`src/rtl/fb_write_scheduler_if.sv`:
```
// Framebuffer write scheduler bus: write window, two requester
// handshakes, clear control and the registered memory write port.
// master: requester/system side; slave: the scheduler.
interface fb_write_scheduler_if #(
    parameter int ADDR_W = 10,
    parameter int DATA_W = 8
) ();
    logic              win;
    logic              req0;
    logic [ADDR_W-1:0] addr0;
    logic [DATA_W-1:0] data0;
    logic              gnt0;
    logic              req1;
    logic [ADDR_W-1:0] addr1;
    logic [DATA_W-1:0] data1;
    logic              gnt1;
    logic              clr_start;
    logic              clr_busy;
    logic              wr_en;
    logic [ADDR_W-1:0] wr_addr;
    logic [DATA_W-1:0] wr_data;

    modport master (
        output win, req0, addr0, data0, req1, addr1, data1, clr_start,
        input  gnt0, gnt1, clr_busy, wr_en, wr_addr, wr_data
    );

    modport slave (
        input  win, req0, addr0, data0, req1, addr1, data1, clr_start,
        output gnt0, gnt1, clr_busy, wr_en, wr_addr, wr_data
    );
endinterface

```
`src/rtl/fb_write_scheduler.sv`:
```
// Framebuffer write scheduler: round-robin arbitration of two pixel
// writers inside the write window, plus an optional full clear sweep.
// Ports: clk, rst (async, active high), bus (fb_write_scheduler_if.slave):
//   win, req0/addr0/data0/gnt0, req1/addr1/data1/gnt1,
//   clr_start, clr_busy, wr_en/wr_addr/wr_data (registered, latency 1).
// Macro FB_WRITE_SCHEDULER_CLEAR_EN enables the CLEAR sweep; when it is
// undefined clr_start is ignored and clr_busy stays 0.
module fb_write_scheduler #(
    parameter int                ADDR_W    = 10,
    parameter int                DATA_W    = 8,
    parameter int                CLR_LAST  = 1023,
    parameter logic [DATA_W-1:0] CLR_COLOR = 8'h00
) (
    input  logic                 clk,
    input  logic                 rst,
    fb_write_scheduler_if.slave  bus
);

    typedef enum logic {
        IDLE,
        CLEAR
    } state_e;

    state_e            state_q, state_d;
    logic [ADDR_W-1:0] cnt_q, cnt_d;
    logic              clr_busy_q, clr_busy_d;
    logic              last_q, last_d;
    logic              wr_en_q, wr_en_d;
    logic [ADDR_W-1:0] wr_addr_q, wr_addr_d;
    logic [DATA_W-1:0] wr_data_q, wr_data_d;

    logic clr_go;
    logic clr_issue;
    logic can_arb;
    logic g0;
    logic g1;

`ifdef FB_WRITE_SCHEDULER_CLEAR_EN
    localparam logic [ADDR_W-1:0] LAST = ADDR_W'(CLR_LAST);
`endif

    always_comb begin
        state_d    = state_q;
        cnt_d      = cnt_q;
        clr_busy_d = clr_busy_q;
        clr_go     = 1'b0;
        clr_issue  = 1'b0;
`ifdef FB_WRITE_SCHEDULER_CLEAR_EN
        unique case (state_q)
            IDLE: begin
                if (bus.clr_start) begin
                    clr_go     = 1'b1;
                    state_d    = CLEAR;
                    cnt_d      = '0;
                    clr_busy_d = 1'b1;
                end
            end
            CLEAR: begin
                // Sweep only advances inside the write window.
                if (bus.win) begin
                    clr_issue = 1'b1;
                    if (cnt_q == LAST) begin
                        state_d    = IDLE;
                        cnt_d      = '0;
                        clr_busy_d = 1'b0;
                    end else begin
                        cnt_d = cnt_q + 1'b1;
                    end
                end
            end
        endcase
`endif
    end

    // A clear request in IDLE takes the cycle, so no grant alongside it.
    // last_q = 1 means requester 1 was served last, so 0 wins a tie.
    always_comb begin
        can_arb = !rst && bus.win && (state_q == IDLE) && !clr_go;
        g0      = can_arb && bus.req0 && (!bus.req1 || last_q);
        g1      = can_arb && bus.req1 && (!bus.req0 || !last_q);
        last_d  = last_q;
        if (g0) begin
            last_d = 1'b0;
        end else if (g1) begin
            last_d = 1'b1;
        end
    end

    always_comb begin
        wr_en_d   = clr_issue || g0 || g1;
        wr_addr_d = wr_addr_q;
        wr_data_d = wr_data_q;
        unique case (1'b1)
            clr_issue: begin
                wr_addr_d = cnt_q;
                wr_data_d = CLR_COLOR;
            end
            g0: begin
                wr_addr_d = bus.addr0;
                wr_data_d = bus.data0;
            end
            g1: begin
                wr_addr_d = bus.addr1;
                wr_data_d = bus.data1;
            end
            default: ;
        endcase
    end

    always_ff @(posedge clk or posedge rst) begin
        if (rst) begin
            state_q    <= IDLE;
            cnt_q      <= '0;
            clr_busy_q <= 1'b0;
            last_q     <= 1'b1;
            wr_en_q    <= 1'b0;
            wr_addr_q  <= '0;
            wr_data_q  <= '0;
        end else begin
            state_q    <= state_d;
            cnt_q      <= cnt_d;
            clr_busy_q <= clr_busy_d;
            last_q     <= last_d;
            wr_en_q    <= wr_en_d;
            wr_addr_q  <= wr_addr_d;
            wr_data_q  <= wr_data_d;
        end
    end

    assign bus.gnt0     = g0;
    assign bus.gnt1     = g1;
    assign bus.clr_busy = clr_busy_q;
    assign bus.wr_en    = wr_en_q;
    assign bus.wr_addr  = wr_addr_q;
    assign bus.wr_data  = wr_data_q;

endmodule

```
`src/flat_wrapper.sv`:
```
// flat-port wrapper written by rule: the top's interface ports become plain ports
module fb_write_scheduler_flat 
#(
    parameter int                ADDR_W    = 10,
    parameter int                DATA_W    = 8,
    parameter int                CLR_LAST  = 1023,
    parameter logic [DATA_W-1:0] CLR_COLOR = 8'h00
)
  (clk, rst, bus_win, bus_req0, bus_addr0, bus_data0, bus_req1, bus_addr1, bus_data1, bus_clr_start, bus_gnt0, bus_gnt1, bus_clr_busy, bus_wr_en, bus_wr_addr, bus_wr_data);
  fb_write_scheduler_if #(.ADDR_W(ADDR_W), .DATA_W(DATA_W)) bus_i ();
  input  logic clk;
  input  logic rst;
  input wire logic [$bits(bus_i.win)-1:0] bus_win;
  input wire logic [$bits(bus_i.req0)-1:0] bus_req0;
  input wire logic [$bits(bus_i.addr0)-1:0] bus_addr0;
  input wire logic [$bits(bus_i.data0)-1:0] bus_data0;
  input wire logic [$bits(bus_i.req1)-1:0] bus_req1;
  input wire logic [$bits(bus_i.addr1)-1:0] bus_addr1;
  input wire logic [$bits(bus_i.data1)-1:0] bus_data1;
  input wire logic [$bits(bus_i.clr_start)-1:0] bus_clr_start;
  output wire logic [$bits(bus_i.gnt0)-1:0] bus_gnt0;
  output wire logic [$bits(bus_i.gnt1)-1:0] bus_gnt1;
  output wire logic [$bits(bus_i.clr_busy)-1:0] bus_clr_busy;
  output wire logic [$bits(bus_i.wr_en)-1:0] bus_wr_en;
  output wire logic [$bits(bus_i.wr_addr)-1:0] bus_wr_addr;
  output wire logic [$bits(bus_i.wr_data)-1:0] bus_wr_data;
  assign bus_i.win = bus_win;
  assign bus_i.req0 = bus_req0;
  assign bus_i.addr0 = bus_addr0;
  assign bus_i.data0 = bus_data0;
  assign bus_i.req1 = bus_req1;
  assign bus_i.addr1 = bus_addr1;
  assign bus_i.data1 = bus_data1;
  assign bus_i.clr_start = bus_clr_start;
  assign bus_gnt0 = bus_i.gnt0;
  assign bus_gnt1 = bus_i.gnt1;
  assign bus_clr_busy = bus_i.clr_busy;
  assign bus_wr_en = bus_i.wr_en;
  assign bus_wr_addr = bus_i.wr_addr;
  assign bus_wr_data = bus_i.wr_data;
  fb_write_scheduler #(.ADDR_W(ADDR_W), .DATA_W(DATA_W), .CLR_LAST(CLR_LAST), .CLR_COLOR(CLR_COLOR)) u_core (.clk(clk), .rst(rst), .bus(bus_i));
endmodule
```
`config.mk`:
```
export PLATFORM = sky130hd
export DESIGN_NAME = fb_write_scheduler_flat
export DESIGN_NICKNAME = d
export VERILOG_FILES = /design/src/rtl/fb_write_scheduler_if.sv /design/src/rtl/fb_write_scheduler.sv /design/src/flat_wrapper.sv
export SDC_FILE = /design/constraint.sdc
export NUM_CORES = 1
export LEC_CHECK = 0
export CAP_MARGIN = 15
export CORE_MARGIN = 4
export CORE_UTILIZATION = 30
export DETAILED_ROUTE_END_ITERATION = 12
export DONT_BUFFER_PORTS = 1
export GPL_TIMING_DRIVEN = 0
export PLACE_DENSITY_LB_ADDON = 0.25
export SYNTH_ARGS = -nofsm -noshare
export SYNTH_HDL_FRONTEND = slang
export SYNTH_SLANG_ARGS = --single-unit
export TNS_END_PERCENT = 30
```
`constraint.sdc`:
```
create_clock -name clk -period 3.6 [get_ports clk]
set_input_delay 0.36 -clock clk [delete_from_list [all_inputs] [get_ports clk]]
set_output_delay 0.36 -clock clk [all_outputs]
set_load 0.01 [all_outputs]
```
==> results of run 1 <==
[where the power goes]
group	total [mW]	switching [mW]	leakage (nW)	internal (mW)
sequential	0.313	0.0464	0.238	0.267
clock	0.168	0.0704	0.0288	0.0971
combinational	0.102	0.0599	0.254	0.0426
total	0.583	0.177	0.520	0.406
[metrics by stage]
step	std cells	util, %	hold slack, ns	power, mW
2_1_floorplan	116	-	0.323	0.392
3_3_place_gp	162	33.8	0.417	0.416
3_5_place_dp	162	33.8	0.420	0.424
4_1_cts	166	35.4	0.144	0.591
5_1_grt	166	35.4	0.173	0.617
6_report	166	35.4	0.110	0.583
[sequential cells by signal (all words and copies together) (netlist names)]
name                flops
u_core.bus.wr_en        1
u_core.bus.wr_addr     10
u_core.last_q           1
u_core.bus.wr_data      8
[layer usage]
| metal | global-route usage, % | wire length [um] | vias up |
|---|---|---|---|
| met5 | 0 | 0 | - |
| met4 | 4.38 | 27 | 0 |
| met3 | 4.70 | 268 | 2 |
| met2 | 20.0 | 1520 | 32 |
| met1 | 15.8 | 1180 | 441 |
| li1 | - | - | 420 |
[final cells by class]
class                   count  share of cell area (%)
flip-flops and latches     20                    40.9
clock buffers               4                    4.49
plain buffers               9                    5.10
multi-input cells          66                    38.4
well taps                  46                    4.69
inverters                  21                    6.43
[final timing paths]
check,from,end,cells past startpoint,slack (ns)
worst min register to register,u_core.last_q$_DFFE_PP1P_,u_core.last_q$_DFFE_PP1P_,2,0.54
worst max register to register,u_core.last_q$_DFFE_PP1P_,u_core.bus.wr_data[0]$_DFFE_PP0P_,5,2.07
worst max-delay path,u_core.last_q$_DFFE_PP1P_,bus_gnt1,4,1.78
worst min-delay path,rst,u_core.bus.wr_data[5]$_DFFE_PP0P_,1,0.11
min in group clk,bus_req0,u_core.last_q$_DFFE_PP1P_,1,0.18
max in group asynchronous,rst,u_core.bus.wr_data[4]$_DFFE_PP0P_,1,3.02
[synthesized netlist by cell type]
master,number,area (um2)
buf_2,2,10.0
dfstp_2,1,26.3
nor2_1,2,7.51
o311ai_1,3,26.3
nand2_1,1,3.75
and2_1,1,6.26
buf_6,3,33.8
nand3_1,18,90.1
inv_1,21,78.8
conb_1,1,3.75
nand2b_1,1,6.26
o21ai_1,1,5.00
a21oi_1,1,5.00
o21ai_0,18,90.1
o311ai_0,6,52.6
o311ai_2,9,146
dfrtp_1,19,475
nand2_2,1,6.26
nor2b_1,1,6.26
buf_4,1,7.51
clkbuf_1,3,11.3
a31oi_1,1,6.26
and3b_1,1,8.76
[cell families after synthesis]
kind of cell | count (synthesis) | share of synthesized area, %
buffers and inverters | 30 | 12.7
AO/OA/AOI/OAI | 39 | 29.8
AND/OR/NAND/NOR | 26 | 12.1
other | 1 | 0.337
flip-flops | 20 | 45.1
[layout by cell type, fill, tap and decap left out]
master and n:
a31oi_1 1, o21ai_0 18, buf_4 1, a21oi_1 1, nor2b_1 1, conb_1 1, nand3_1 18, nand2b_1 1
buf_6 3, o21ai_1 1, o311ai_2 9, and3b_1 1, o311ai_1 3, dfstp_2 1, clkbuf_1 3, and2_1 1
nand2_1 1, nor2_1 2, clkbuf_8 4, inv_1 21, dfrtp_1 19, nand2_2 1, o311ai_0 6, buf_2 2
==> out/qor.yml, run 1 <==
status: "completed"
die_h_um: 68.9
cp.arrival_ns: 1.46
start_kind: "register"
core_mm2: 0.00347
cp_slowest_cell: "dfstp_2"
syn_nets: 158
worst_slew_pin_slew_ns: 0.775
wire_per_inst_um: 18.1
worstPathMaxFanout: 10
hold_buffers: 0
row_count: 21
finalSetupTns_ns: 0
drtPass1Iterations: 4
initial_utilization_pct: 32.1
viasPerCell: 5.39
cts_setup_buffers: 0
area_growth_pct: 10.1
dieArea_mm2: 0.00475
place_ws_ns: 2.04
netlist_area_mm2: 0.00111
period_minus_slack_ns: 1.82
multiInputGateArea_um2: 470
drive_above_1_share_pct: 17.5
via_count: 895
worst-setup-path-type: "reg -> out"
ant_nets: 0
drtIter0Drc: 19
gp_congestion: 0.686
seqCellArea_um2: 502
max_freq_mhz: 548
place_area_mm2: 0.00117
antennaDiodeCount: 0
synth_seq_cells: 20
fillers: 375
yosysSeqAreaShare_pct: 45.1
gr-total-overflow: 0
cts_tree: "built"
die_x_um: 68.9
io_buffers: 0
clk_pin_slew_ns: 0.07
finalNetCount: 163
syn_area_per_cell_um2: 9.60
synth.distinct_cells: 23
fin_ws_ns: 1.78
vdd_drop_max_uv: 130
cp-end-kind: "output pin"
p_leak_nw: 0.520
h-tree-depth: 1
grt_max_degree: 21
setup_viol: 0
track_usage_pct: 12.7
worst-path-buf-inv: 2
cp.required_ns: 3.24
stdcell_area_mm2: 0.00123
critPathTopFamily: "flip-flops"
critPathMostFrequentCell: "buf_6"
ys_warn_count: 0
syn_inst: 116
wirelength_um: 3000
clk_latency_ns: 0.25
post-route-period-util_pct: 50.7
drcViolationCount: 0
fin_skew_ns: 0.00585
first_global_vias: 877
grt_pass1_wl_um: 4420
cts.sinks: 20
numCtsBuffers: 3
place_hpwl_um: 2280
hold_class: "in -> async"
report.final.slew_viol_count: 0
hold_viol: 0
cts-resized-gates: 0
slowest_delay_ns: 0.57
root_buffer: "clkbuf_8"
worstPathCellList: "nand2_2, and2_1, buf_6, buf_6"
p_per_area_mw_per_mm2: 475
ioPinCount: 64
clock_path_buffers: 2
maxCapViolations: 0
rsz0062_at_grt: "no"
timing.slew.headroom_pct: 48.0
grt_antenna_before_repair: 0
Note: power is estimated with default switching activity, not from simulation.
==> run 2: changes to the inputs <==
==> constraint.sdc (replaced) <==
create_clock -name clk -period 1.5 [get_ports clk]
set_input_delay 0.15 -clock clk [delete_from_list [all_inputs] [get_ports clk]]
set_output_delay 0.15 -clock clk [all_outputs]
set_load 0.01 [all_outputs]
==> run 2 against run 1 <==
Sequential power increased by 140%; highest routed layer unchanged; combinational power grew to 2.7 times the previous value; first-iteration DRC count increased by 26%; global-route usage up 0.31 points; clock skew shrank 0.0031 ns; cell count grew 3.0%; largest power group unchanged.
==> out/qor.yml, run 2 (same netlist as run 1, synthesis figures left out) <==
p_leak_nw: 0.547
rsz0062_at_grt: "no"
post-route-period-util_pct: 97.6
viasPerCell: 5.32
vdd_drop_max_uv: 319
timing.slew.headroom_pct: 45.0
cp.arrival_ns: 1.31
report.final.slew_viol_count: 0
h-tree-depth: 1
largest_reg_flops: 10
row_count: 21
cp.required_ns: 1.35
worstPathMaxFanout: 10
gr-total-overflow: 0
worst_slew_pin_slew_ns: 0.819
track_usage_pct: 13.0
layout_commonest_cell: "inv_1"
status: "completed"
ant_nets: 0
drtPass1Iterations: 4
core_mm2: 0.00347
fin_skew_ns: 0.00279
stdcell_area_mm2: 0.00128
cts.sinks: 20
wire_per_inst_um: 18.2
grt_max_degree: 21
grt_pass1_wl_um: 4530
antennaDiodeCount: 0
dieArea_mm2: 0.00475
worst-setup-path-type: "reg -> out"
numCtsBuffers: 3
root_buffer: "clkbuf_8"
ioPinCount: 64
layout_common_cells: "inv_1 (21), dfrtp_1 (19), nand3_1 (18), o21ai_0 (18), o311ai_2 (9)"
fin_ws_ns: 0.0354
maxCapViolations: 0
hold_class: "in -> reg"
die_h_um: 68.9
place_ws_ns: -0.0233
max_freq_mhz: 683
clk_latency_ns: 0.25
fillers: 375
die_x_um: 68.9
clock_path_buffers: 2
drive_above_1_share_pct: 19.2
drtIter0Drc: 24
finalNetCount: 168
wirelength_um: 3120
gp_congestion: 0.686
first_global_vias: 909
initial_utilization_pct: 32.1
period_minus_slack_ns: 1.46
area_growth_pct: 14.7
grt_antenna_before_repair: 0
hold_viol: 0
place_hpwl_um: 2280
via_count: 910
start_kind: "register"
setup_viol: 0
drcViolationCount: 0
whs_ns: 0.0555
cp-end-kind: "output pin"
p_per_area_mw_per_mm2: 1130
clk_pin_slew_ns: 0.08
io_buffers: 0
place_area_mm2: 0.00117
cts_tree: "built"
==> run 2: cell type report <==
cell class | instances | area (um2) | area share (%)
Multi-Input combinational cell | 66 | 475 | 37.2
Buffer | 9 | 66.3 | 5.19
Sequential cell | 20 | 502 | 39.3
Tap cell | 46 | 57.6 | 4.51
Clock buffer | 4 | 55.1 | 4.31
Inverter | 21 | 78.8 | 6.17
Timing Repair Buffer | 5 | 42.5 | 3.33
==> run 2: path summary, 6_finish.rpt <==
check / slack (ns) / startpoint / cells past startpoint / to
setup / recovery: 0.04 / u_core.last_q$_DFFE_PP1P_ / 4 / bus_gnt1
hold / removal: 0.06 / bus_addr1[0] / 2 / u_core.bus.wr_addr[0]$_DFFE_PP0P_
setup reg to reg: 0.07 / u_core.last_q$_DFFE_PP1P_ / 5 / u_core.bus.wr_data[4]$_DFFE_PP0P_
hold reg to reg: 0.61 / u_core.bus.wr_addr[7]$_DFFE_PP0P_ / 2 / u_core.bus.wr_addr[7]$_DFFE_PP0P_
max in group asynchronous: 0.55 / rst / 2 / u_core.bus.wr_addr[9]$_DFFE_PP0P_
min in group asynchronous: 0.48 / rst / 2 / u_core.bus.wr_data[5]$_DFFE_PP0P_
==> run 2: critical path, stage by stage (launching register included) <==
cell,delay [ns]
dfstp_2,0.56
nand2_4,0.05
and2_1,0.15
buf_6,0.14
buf_8,0.15
==> run 2: where the power goes <==
| part | switching (mW) | internal [mW] | leakage [nW] | total, mW |
|---|---|---|---|---|
| sequential | 0.110 | 0.640 | 0.238 | 0.750 |
| clock | 0.175 | 0.233 | 0.0288 | 0.408 |
| combinational | 0.154 | 0.126 | 0.281 | 0.280 |
| total | 0.439 | 0.999 | 0.547 | 1.44 |
==> run 2: layer usage <==
| layer | global-route usage, % | wire length, um | up-vias | share of wire, % |
|---|---|---|---|---|
| met3 | 4.70 | 254 | 2 | 8.2 |
| li1 | - | - | 431 | - |
| met4 | 4.38 | 27 | 0 | 0.87 |
| met5 | 0 | 0 | - | 0 |
| met1 | 16.1 | 1290 | 449 | 41 |
| met2 | 20.7 | 1550 | 28 | 50 |
==> run 2: repair_timing <==
item / 4_1_cts / 5_1_grt
gates resized for setup: 2 / 0
hold endpoints to repair: 20 / 0
setup buffers: 3 / 0
endpoints found under the setup margin: 10 / 0
hold buffers: 2 / 0
==> run 2: through the flow <==
step | util (%) | std cells | power (mW) | TNS (ns)
finish | 36.8 | 171 | 1.44 | 0
global route | 36.8 | 171 | 1.51 | 0
CTS | 36.8 | 171 | 1.45 | 0
detailed placement | 33.8 | 162 | 1.02 | -0.0735
global placement | 33.8 | 162 | 0.999 | 0
floorplan | - | 116 | 0.941 | 0
